--- src/rtl/arith_op_scheduler.sv ---
// -----------------------------------------------------------------------------
// arith_op_scheduler
//
// Shared arithmetic controller. Two requesters (ch0, ch1) submit unsigned add
// or multiply jobs. A round-robin arbiter picks one job at a time. The job
// runs on a single 2*WIDTH-bit adder:
//   - an add finishes in one cycle;
//   - a multiply takes exactly WIDTH shift-add steps on the same adder.
// The result comes back on one tagged valid/ready response channel.
//
// Ports
//   i_clk, i_reset                  clock, asynchronous active-high reset
//   i_reqN_valid / o_reqN_ready     job handshake for channel N (0 or 1)
//   i_reqN_op                       0 = add, 1 = mul
//   i_reqN_a, i_reqN_b              WIDTH-bit unsigned operands
//   o_rsp_valid / i_rsp_ready       response handshake
//   o_rsp_id                        channel that issued the job
//   o_rsp_op                        opcode of the job
//   o_rsp_result                    2*WIDTH-bit result
//   o_busy                          high whenever the controller is not idle
// -----------------------------------------------------------------------------
module arith_op_scheduler #(
    parameter int WIDTH = 8
) (
    input  logic                 i_clk,
    input  logic                 i_reset,
    input  logic                 i_req0_valid,
    output logic                 o_req0_ready,
    input  logic                 i_req0_op,
    input  logic [WIDTH-1:0]     i_req0_a,
    input  logic [WIDTH-1:0]     i_req0_b,
    input  logic                 i_req1_valid,
    output logic                 o_req1_ready,
    input  logic                 i_req1_op,
    input  logic [WIDTH-1:0]     i_req1_a,
    input  logic [WIDTH-1:0]     i_req1_b,
    output logic                 o_rsp_valid,
    input  logic                 i_rsp_ready,
    output logic                 o_rsp_id,
    output logic                 o_rsp_op,
    output logic [2*WIDTH-1:0]   o_rsp_result,
    output logic                 o_busy
);

    localparam int RES_W = 2 * WIDTH;
    localparam int CNT_W = (WIDTH > 1) ? $clog2(WIDTH) : 1;

    typedef enum logic [1:0] {
        ST_IDLE = 2'd0,
        ST_ADD  = 2'd1,
        ST_MUL  = 2'd2,
        ST_RESP = 2'd3
    } state_t;

    state_t             state_r;
    state_t             state_next_s;

    logic               last_grant_r;
    logic               grant_s;
    logic               idle_s;
    logic               accept_s;
    logic               op_sel_s;
    logic [WIDTH-1:0]   a_sel_s;
    logic [WIDTH-1:0]   b_sel_s;

    logic               id_r;
    logic               op_r;
    logic [WIDTH-1:0]   a_r;
    logic [WIDTH-1:0]   b_r;
    logic [RES_W-1:0]   acc_r;
    logic [RES_W-1:0]   result_r;
    logic [CNT_W-1:0]   cnt_r;
    logic               rsp_valid_r;
    logic               busy_r;

    logic [RES_W-1:0]   add_x_s;
    logic [RES_W-1:0]   add_y_s;
    logic [RES_W-1:0]   sum_s;
    logic               mul_last_s;

    // Round-robin choice: a lone requester wins, a tie goes to the channel not served last.
    always_comb begin
        grant_s = 1'b0;
        if (i_req0_valid && i_req1_valid) begin
            grant_s = ~last_grant_r;
        end else if (i_req1_valid) begin
            grant_s = 1'b1;
        end else begin
            grant_s = 1'b0;
        end
    end

    // Readies are gated by reset so they drop at once with the asynchronous reset.
    assign idle_s       = (state_r == ST_IDLE) && !i_reset;
    assign o_req0_ready = idle_s && i_req0_valid && (grant_s == 1'b0);
    assign o_req1_ready = idle_s && i_req1_valid && (grant_s == 1'b1);
    assign accept_s     = o_req0_ready || o_req1_ready;

    assign op_sel_s = grant_s ? i_req1_op : i_req0_op;
    assign a_sel_s  = grant_s ? i_req1_a  : i_req0_a;
    assign b_sel_s  = grant_s ? i_req1_b  : i_req0_b;

    assign mul_last_s = (cnt_r == CNT_W'(WIDTH - 1));

    // Operand mux for the single shared adder: plain add, or accumulate one partial product.
    always_comb begin
        add_x_s = {RES_W{1'b0}};
        add_y_s = {RES_W{1'b0}};
        case (state_r)
            ST_ADD: begin
                add_x_s = {{WIDTH{1'b0}}, a_r};
                add_y_s = {{WIDTH{1'b0}}, b_r};
            end
            ST_MUL: begin
                add_x_s = acc_r;
                if (b_r[cnt_r]) begin
                    add_y_s = {{WIDTH{1'b0}}, a_r} << cnt_r;
                end else begin
                    add_y_s = {RES_W{1'b0}};
                end
            end
            default: begin
                add_x_s = {RES_W{1'b0}};
                add_y_s = {RES_W{1'b0}};
            end
        endcase
    end

    assign sum_s = add_x_s + add_y_s;

    // Next-state logic of the job sequencer.
    always_comb begin
        state_next_s = state_r;
        case (state_r)
            ST_IDLE: begin
                if (accept_s) begin
                    state_next_s = op_sel_s ? ST_MUL : ST_ADD;
                end else begin
                    state_next_s = ST_IDLE;
                end
            end
            ST_ADD: begin
                state_next_s = ST_RESP;
            end
            ST_MUL: begin
                if (mul_last_s) begin
                    state_next_s = ST_RESP;
                end else begin
                    state_next_s = ST_MUL;
                end
            end
            ST_RESP: begin
                if (i_rsp_ready) begin
                    state_next_s = ST_IDLE;
                end else begin
                    state_next_s = ST_RESP;
                end
            end
            default: begin
                state_next_s = ST_IDLE;
            end
        endcase
    end

    // State register.
    always_ff @(posedge i_clk or posedge i_reset) begin
        if (i_reset) begin
            state_r <= ST_IDLE;
        end else begin
            state_r <= state_next_s;
        end
    end

    // Job capture, multiply iteration and registered response outputs.
    always_ff @(posedge i_clk or posedge i_reset) begin
        if (i_reset) begin
            last_grant_r <= 1'b1;
            id_r         <= 1'b0;
            op_r         <= 1'b0;
            a_r          <= {WIDTH{1'b0}};
            b_r          <= {WIDTH{1'b0}};
            acc_r        <= {RES_W{1'b0}};
            result_r     <= {RES_W{1'b0}};
            cnt_r        <= {CNT_W{1'b0}};
            rsp_valid_r  <= 1'b0;
            busy_r       <= 1'b0;
        end else begin
            // Valid and busy are registered versions of the state being entered.
            rsp_valid_r <= (state_next_s == ST_RESP);
            busy_r      <= (state_next_s != ST_IDLE);
            case (state_r)
                ST_IDLE: begin
                    if (accept_s) begin
                        last_grant_r <= grant_s;
                        id_r         <= grant_s;
                        op_r         <= op_sel_s;
                        a_r          <= a_sel_s;
                        b_r          <= b_sel_s;
                        acc_r        <= {RES_W{1'b0}};
                        cnt_r        <= {CNT_W{1'b0}};
                    end
                end
                ST_ADD: begin
                    result_r <= sum_s;
                end
                ST_MUL: begin
                    acc_r <= sum_s;
                    cnt_r <= cnt_r + CNT_W'(1);
                    // The final step's sum includes the top partial product.
                    if (mul_last_s) begin
                        result_r <= sum_s;
                    end
                end
                default: begin
                    acc_r <= acc_r;
                end
            endcase
        end
    end

    assign o_rsp_valid  = rsp_valid_r;
    assign o_rsp_id     = id_r;
    assign o_rsp_op     = op_r;
    assign o_rsp_result = result_r;
    assign o_busy       = busy_r;

endmodule

--- config.mk ---
export PLATFORM = sky130hd
export DESIGN_NAME = arith_op_scheduler
export DESIGN_NICKNAME = d
export VERILOG_FILES = /design/src/rtl/arith_op_scheduler.sv
export SDC_FILE = /design/constraint.sdc
export NUM_CORES = 1
export LEC_CHECK = 0
export ABC_AREA = 1
export ABC_CLOCK_PERIOD_IN_PS = 8250
export CAP_MARGIN = 30
export CORE_ASPECT_RATIO = 1.4
export CORE_UTILIZATION = 55
export CTS_CLUSTER_DIAMETER = 100
export DETAILED_ROUTE_END_ITERATION = 8
export GPL_TIMING_DRIVEN = 0
export PLACE_DENSITY_LB_ADDON = 0.1
export SETUP_SLACK_MARGIN = 0.4
export SYNTH_ARGS = -nofsm -noshare
export SYNTH_HDL_FRONTEND = slang
export SYNTH_SLANG_ARGS = --single-unit
--- constraint.sdc ---
create_clock -name i_clk -period 8.25 [get_ports i_clk]
set_input_delay 1.2375 -clock i_clk [delete_from_list [all_inputs] [get_ports i_clk]]
set_output_delay 1.2375 -clock i_clk [all_outputs]
set_load 0.05 [all_outputs]
==> reports/metrics.yaml, run 1 <==
global_route:
  grt_pass1_wl_mm: 17.5
  antenna_found_initial: 0
  grt-ovfl-total: 0
  grt_pass1_vias: 3835
  track_usage_pct: 31.0
  grt_max_degree: 43
synth:
  ys_top_cells_by_area: "dfrtp_1 36%, nand2_1 21%, inv_1 7.1%"
  synth_edf_count: 0
  yosysMostFrequentCell: "nand2_1"
  syn_nets: 642
  synthFlopType: "dfrtp_1"
  ys_types: 34
  synth-compound-area-share_pct: 11.2
  synth_top_family_by_area: "simple AND/OR/NAND/NOR gates"
  yosysTopAreaCell: "dfrtp_1"
  ys_warn_count: 0
  synthCells: 580
  synth-seq-cells: 58
  syn_area_um2: 3970
  synth-xor-area-share_pct: 1.55
  syn-mean-instance-area_um2: 6.84
  netlist_top_cells_count: "226 x nand2_1, 75 x inv_1, 57 x dfrtp_1"
  async_flop_share_pct: 100
  synth_top_area_share_pct: 36.0
  synth.mux.area_fraction_pct: 0.252
  synthSimpleGateAreaFrac_pct: 33.2
  synth_adder_area_share_pct: 7.44
  synth_seq_area_share_pct: 36.6
worst_setup_path:
  start_kind: "input port"
  worst-path-buf-inv: 3
  required_ps: 7010
  worstReg2RegStart: "state_r[0]$_DFF_PP0_"
  critPathArrivalTime_ps: 3330
  cp_top_family: "buffers and inverters"
  timing.rr.end: "acc_r[15]$_DFFE_PP0P_"
  worstSetupPathType: "in2out"
  crit_start: "i_reset"
  cpMostUsedCell: "clkdlybuf4s50_1"
  reg2reg_depth: 17
  reg2reg_slack_ps: 5040
  crit_slowest_cell: "clkdlybuf4s50_1"
  worst_setup_path_end_kind: "output pin"
  cp_cell_sequence: "clkdlybuf4s50_1 > inv_2 > nand3_1 > nor2_1 > clkdlybuf4s50_1"
  slowest_delay_ps: 810
  crit_fanout: 19
timing:
  finalSetupViolCount: 0
  fmax_ghz: 0.219
  drv_slew: 0
  fin_skew_ps: 15.3
  rsz0062_at_grt: "false"
  setup_tns_ps: 0
  min_period_ps: 4570
  slew_headroom_pct: 63.4
  finalHoldViolations: 0
  tightest_slew_ps: 550
  fin_crit_sh_pct: 55.4
routing:
  first_iter_violations: 140
  drc: 0
  dr.pass1.iters: 4
  totalWireLength_mm: 10.6
  via_per_inst: 5.26
  ant_nets: 0
  wl_per_cell_um: 14.1
  vias: 3955
cts:
  cts_setup_buffers: 0
  cts_root_buf: "clkbuf_8"
  cts.hold.buffers_added: 0
  cts_tree: "built"
  cts_buffer_depth: 2
  cts_num_sinks: 58
  clkTransAtPathRegs_ps: 70
  worstSkewPairLatency_ps: 360
  ctsHtreeMaxLevel: 3
  cts_made_buffers: 9
  cts_resized: 0
flow_run:
  cap_viol_max_count: 0
final_layout:
  layout-drive-gt1-share_pct: 6.70
  nFillCells: 626
  nNetsFinal: 714
  area_growth_pct: 24.4
  stdcell_count: 752
  final_area_um2: 4940
  diodes: 0
die:
  rows: 36
  die-area_um2: 7560
  start_util_pct: 56.8
  fp.coreArea_um2: 6980
  die_h_um: 102
  fp.dieW_um: 73.8
  pin_count: 61
worst_hold_path:
  min_path_cells: 2
  holdPathEnd: "o_rsp_result[5]$_DFFE_PP0P_"
  worstHoldStart: "o_rsp_result[5]$_DFFE_PP0P_"
  hold_class: "reg2reg"
placed_design:
  dp_cells: 736
  place_hpwl_mm: 8.34
  numPortBuffers: 60
  post_dp_cell_area_um2: 4710
  place_congestion: 0.924
status:
  status: "finished, final reports clean"
pwr:
  irDropWorstVdd_v: 0.000233
  leakagePower_nw: 2.69
  power_density_nw_per_um2: 260
[layer usage]
metal	part of all wire (%)	vias to the layer above	global-route usage (%)
met3	2.8	27	5.47
met4	3.9	0	17.6
li1	-	1992	-
met1	39	1838	32.9
met5	0	-	0
met2	54	98	57.0
[tightest hold or removal path, cell delays in order, from the launching register on]
cell	delay, ps
dfrtp_1	340
nand2_1	50
nand2_1	50
[per-stage QoR]
| stage | hold WS (ps) | utilization, % | setup slack [ps] | power, mW |
|---|---|---|---|---|
| final | 480 | 70.7 | 3680 | 1.28 |
| after global routing | 500 | 70.7 | 3480 | 1.37 |
| after CTS | 484 | 70.7 | 3640 | 1.28 |
| after detailed placement | 465 | 67.4 | 3650 | 0.975 |
| after global placement | 463 | 67.1 | 1920 | 0.962 |
| after floorplan | 449 | - | 3160 | 0.795 |
[registers in the layout (all words and copies together) (netlist names)]
register,flops
state_r,2
acc_r,16
o_rsp_result,16
o_busy,1
last_grant_r,1
o_rsp_valid,1
o_rsp_op,1
a_r,8
o_rsp_id,1
b_r,8
cnt_r,3
[cell families after synthesis]
| logic type | after synthesis |
|---|---|
| AO/OA/AOI/OAI | 78 |
| AND/OR/NAND/NOR | 318 |
| multiplexers | 1 |
| flip-flops | 58 |
| buffers and inverters | 95 |
| adder cells (fa/ha/maj) | 23 |
| XOR/XNOR | 7 |
[worst max-delay path by stage]
stage / endpoint / slack [ps] / depth (start not counted)
4_1_cts: o_req0_ready / 3640 / 5
3_3_place_gp: o_req0_ready / 1920 / 5
5_1_grt: o_req0_ready / 3480 / 5
2_1_floorplan: o_req0_ready / 3160 / 3
3_5_place_dp: o_req0_ready / 3650 / 5
6_report: o_req0_ready / 3680 / 5
[final cells by class]
cell class              instances  area, um2  share of cell area [%]
plain buffers                  16       87.6                    1.77
clock buffers                  12        155                    3.14
flip-flops and latches         58       1450                    29.4
clock inverters                 4       73.8                    1.50
repair buffers                 61        621                    12.6
well taps                      95        119                    2.41
inverters                      79        302                    6.11
multi-input cells             427       2130                    43.1
[power breakdown]
group / internal, mW / switching (mW)
clock network: 0.187 / 0.122
logic: 0.190 / 0.370
registers: 0.358 / 0.0563
[placed cells by master (no fill, tap or decap), types with 2 or more instances in the layout]
cell type	Yosys	final
nand2_1	226	226
inv_1	75	74
clkdlybuf4s50_1	0	60
dfrtp_1	57	57
nor2_1	40	40
nand3_1	33	33
o21ai_0	31	31
ha_1	22	22
a31oi_1	16	16
clkbuf_8	0	11
a21oi_1	10	10
o22ai_1	10	10
buf_2	7	7
clkbuf_1	5	6
xor2_1	6	6
o21ai_1	4	4
nand3b_1	4	4
or2_2	4	4
nor3_1	3	3
nand2_2	3	3
inv_2	2	3
buf_4	3	3
o211ai_1	3	3
nand2_4	2	2
inv_4	2	2
nand3_4	2	2
bufinv_16	0	2
Power figures use the tool's default switching activity.
==> run 2, diff against run 1 <==
--- a/config.mk
+++ b/config.mk
@@ -6,7 +6,7 @@
 export NUM_CORES = 1
 export LEC_CHECK = 0
 export ABC_AREA = 1
-export ABC_CLOCK_PERIOD_IN_PS = 8250
+export ABC_CLOCK_PERIOD_IN_PS = 4700
 export CAP_MARGIN = 30
 export CORE_ASPECT_RATIO = 1.4
 export CORE_UTILIZATION = 55
==> constraint.sdc (replaced) <==
create_clock -name i_clk -period 4.7 [get_ports i_clk]
set_input_delay 0.705 -clock i_clk [delete_from_list [all_inputs] [get_ports i_clk]]
set_output_delay 0.705 -clock i_clk [all_outputs]
set_load 0.05 [all_outputs]
==> results of run 2 <==
The final DEF is identical to that of run 1. Status: finished, final reports clean.
Among the figures that moved: setup slack after placement 3650 ps -> 1160 ps; setup slack after layout 3680 ps -> 1200 ps; register-to-register setup slack 5040 ps -> 1490 ps; total power 1.28 mW -> 2.25 mW; worst IR drop on VDD 0.000233 V -> 0.000409 V
==> run 3, diff against run 2 <==
--- a/config.mk
+++ b/config.mk
@@ -6,10 +6,10 @@
 export NUM_CORES = 1
 export LEC_CHECK = 0
 export ABC_AREA = 1
-export ABC_CLOCK_PERIOD_IN_PS = 4700
+export ABC_CLOCK_PERIOD_IN_PS = 3100
 export CAP_MARGIN = 30
 export CORE_ASPECT_RATIO = 1.4
-export CORE_UTILIZATION = 55
+export CORE_UTILIZATION = 49
 export CTS_CLUSTER_DIAMETER = 100
 export DETAILED_ROUTE_END_ITERATION = 8
 export GPL_TIMING_DRIVEN = 0
==> constraint.sdc (replaced) <==
create_clock -name i_clk -period 3.1 [get_ports i_clk]
set_input_delay 0.465 -clock i_clk [delete_from_list [all_inputs] [get_ports i_clk]]
set_output_delay 0.465 -clock i_clk [all_outputs]
set_load 0.05 [all_outputs]
==> run 3 against run 2 <==
  * Critical path depth grew 1
  * Worst hold slack lost 2.2 ps
  * Sequential power grew 51%
  * Global-route usage shrank 2.4 points
==> reports/metrics.yaml, run 3 (synthesis results as in run 1) <==
routing:
  wl_per_cell_um: 14.7  # +4.7%
  dr.pass1.iters: 4  # unchanged
  via_per_inst: 5.13  # -2.4%
  totalWireLength_mm: 11.3  # +6.5%
  ant_nets: 0  # unchanged
  drc: 0  # unchanged
  first_iter_violations: 173  # +24%
  vias: 3927  # -0.71%
timing:
  drv_slew: 0  # unchanged
  finalHoldViolations: 0  # unchanged
  tightest_slew_ps: 571  # +21.8 ps
  rsz0062_at_grt: "true"
  min_period_ps: 2630
  fmax_ghz: 0.380
  finalSetupViolCount: 0  # unchanged
  fin_crit_sh_pct: 85.0
  fin_skew_ps: 8.68  # -6.66 ps
  slew_headroom_pct: 61.7  # -1.7 points
status:
  status: "finished, final reports clean"
cts:
  cts_made_buffers: 9  # unchanged
  cts_tree: "built"
  ctsHtreeMaxLevel: 3  # unchanged
  cts_num_sinks: 58  # unchanged
  cts_buffer_depth: 2  # unchanged
  worstSkewPairLatency_ps: 360  # about the same
  cts.hold.buffers_added: 0  # unchanged
  clkTransAtPathRegs_ps: 70  # about the same
  cts_root_buf: "clkbuf_8"
die:
  fp.coreArea_um2: 7800  # +12%
  die-area_um2: 8470  # +12%
  rows: 38  # +5.6%
  fp.dieW_um: 78.1  # +5.8%
  start_util_pct: 50.9  # -5.9 points
  die_h_um: 108  # +5.8%
  pin_count: 61  # unchanged
worst_hold_path:
  min_path_cells: 2  # unchanged
  hold_class: "reg2reg"
pwr:
  sw_frac_of_total_pct: 43.0
  irDropWorstVdd_v: 0.000576
  seqPwrFrac_pct: 29.7  # -2.6 points
  power_density_nw_per_um2: 697
  switchingPower_mw: 1.60
  clkPwrFrac_pct: 24.1  # about the same
  leakagePower_nw: 2.77  # +2.9%
  internal_power_mw: 2.11
  p_comb_share_pct: 46.2  # +2.6 points
placed_design:
  place_congestion: 0.941  # +1.8%
  numPortBuffers: 60  # unchanged
  place_hpwl_mm: 8.53  # +2.2%
  dp_cells: 741  # +0.68%
  post_dp_cell_area_um2: 4720  # +0.27%
worst_setup_path:
  required_ps: 2630
  crit_fanout: 41  # +22
  worst_setup_path_end_kind: "output pin"
  critPathArrivalTime_ps: 2170
  start_kind: "input port"
  reg2reg_depth: 16  # -1
  worstSetupPathType: "in2out"
global_route:
  antenna_found_initial: 0  # unchanged
  grt_pass1_vias: 3791  # -1.1%
  grt_pass1_wl_mm: 18.2  # +3.9%
  grt_max_degree: 42  # -2.3%
  grt-ovfl-total: 0  # unchanged
  track_usage_pct: 28.6  # -2.4 points
final_layout:
  multi_input_area_um2: 2420  # +14%
  nFillCells: 712  # +14%
  final_area_um2: 5320  # +7.8%
  area_growth_pct: 34.1
  layout-drive-gt1-share_pct: 16.7  # +10 points
  regArea_um2: 1450  # about the same
  stdcell_count: 765  # +1.7%
  final_common_cell: "nand2_1"
  nNetsFinal: 722  # +1.1%
  diodes: 0  # unchanged
  final_cell_mix: "213 x nand2_1, 70 x inv_1, 58 x clkdlybuf4s50_1, 56 x dfrtp_1, 37 x nor2_1"
flow_run:
  cap_viol_max_count: 0  # unchanged
==> run 3: cell type report <==
cell class,count,share of cell area [%]
plain buffers,16,1.83
clock inverters,7,2.35
repair buffers,68,12.5
well taps,100,2.35
repair inverters,1,0.0941
clock buffers,9,2.33
multi-input cells,427,45.4
flip-flops and latches,58,27.3
inverters,79,5.83
==> run 3: final timing paths <==
kind | from | endpoint | slack, ps
setup / recovery | i_reset | o_req1_ready | 470
hold / removal | last_grant_r$_DFFE_PP1P_ | last_grant_r$_DFFE_PP1P_ | 480
setup reg to reg | state_r[0]$_DFF_PP0_ | acc_r[12]$_DFFE_PP0P_ | 510
hold reg to reg | last_grant_r$_DFFE_PP1P_ | last_grant_r$_DFFE_PP1P_ | 480
max in group asynchronous | i_reset | acc_r[13]$_DFFE_PP0P_ | 2140
min in group asynchronous | i_reset | acc_r[10]$_DFFE_PP0P_ | 650
==> run 3: per-stage QoR <==
stage	TNS (ps)	utilization [%]	power, mW	setup WS [ps]	hold WS, ps
5_1_grt	0	68.2	3.95	358	504
4_1_cts	0	65.6	3.60	189	479
3_5_place_dp	-441	60.5	2.60	-277	464
6_report	0	68.2	3.71	466	477
2_1_floorplan	0	-	2.12	566	449
3_3_place_gp	-17210	60.3	2.58	-945	461
==> run 3: layer usage <==
layer	GRT usage, %	part of all wire (%)
met1	28.9	39
met3	6.33	3.1
met5	0	0
met2	54.5	55
met4	14.4	3.3
==> run 3: timing repair <==
action                                  in CTS  in global routing
gates resized for setup                     28                 61
setup buffers                                4                  2
pin swaps                                    4                 13
cloned                                       1                  1
endpoints found under the setup margin      28                 25
==> run 3: power groups by stage <==
stage / clock (mW) / combinational, mW / sequential [mW]
6_report: 0.895 / 1.71 / 1.10
3_3_place_gp: 0 / 1.47 / 1.10
5_1_grt: 0.938 / 1.88 / 1.13
3_5_place_dp: 0 / 1.49 / 1.11
4_1_cts: 0.899 / 1.60 / 1.10
2_1_floorplan: 0 / 0.861 / 1.26
==> run 3: worst max-delay path, cell delays in order <==
cell             delay (ps)
clkdlybuf4s50_1         540
clkinvlp_4              170
buf_12                  240
nand3_4                 150
inv_1                    70
dlygate4sd2_1           520
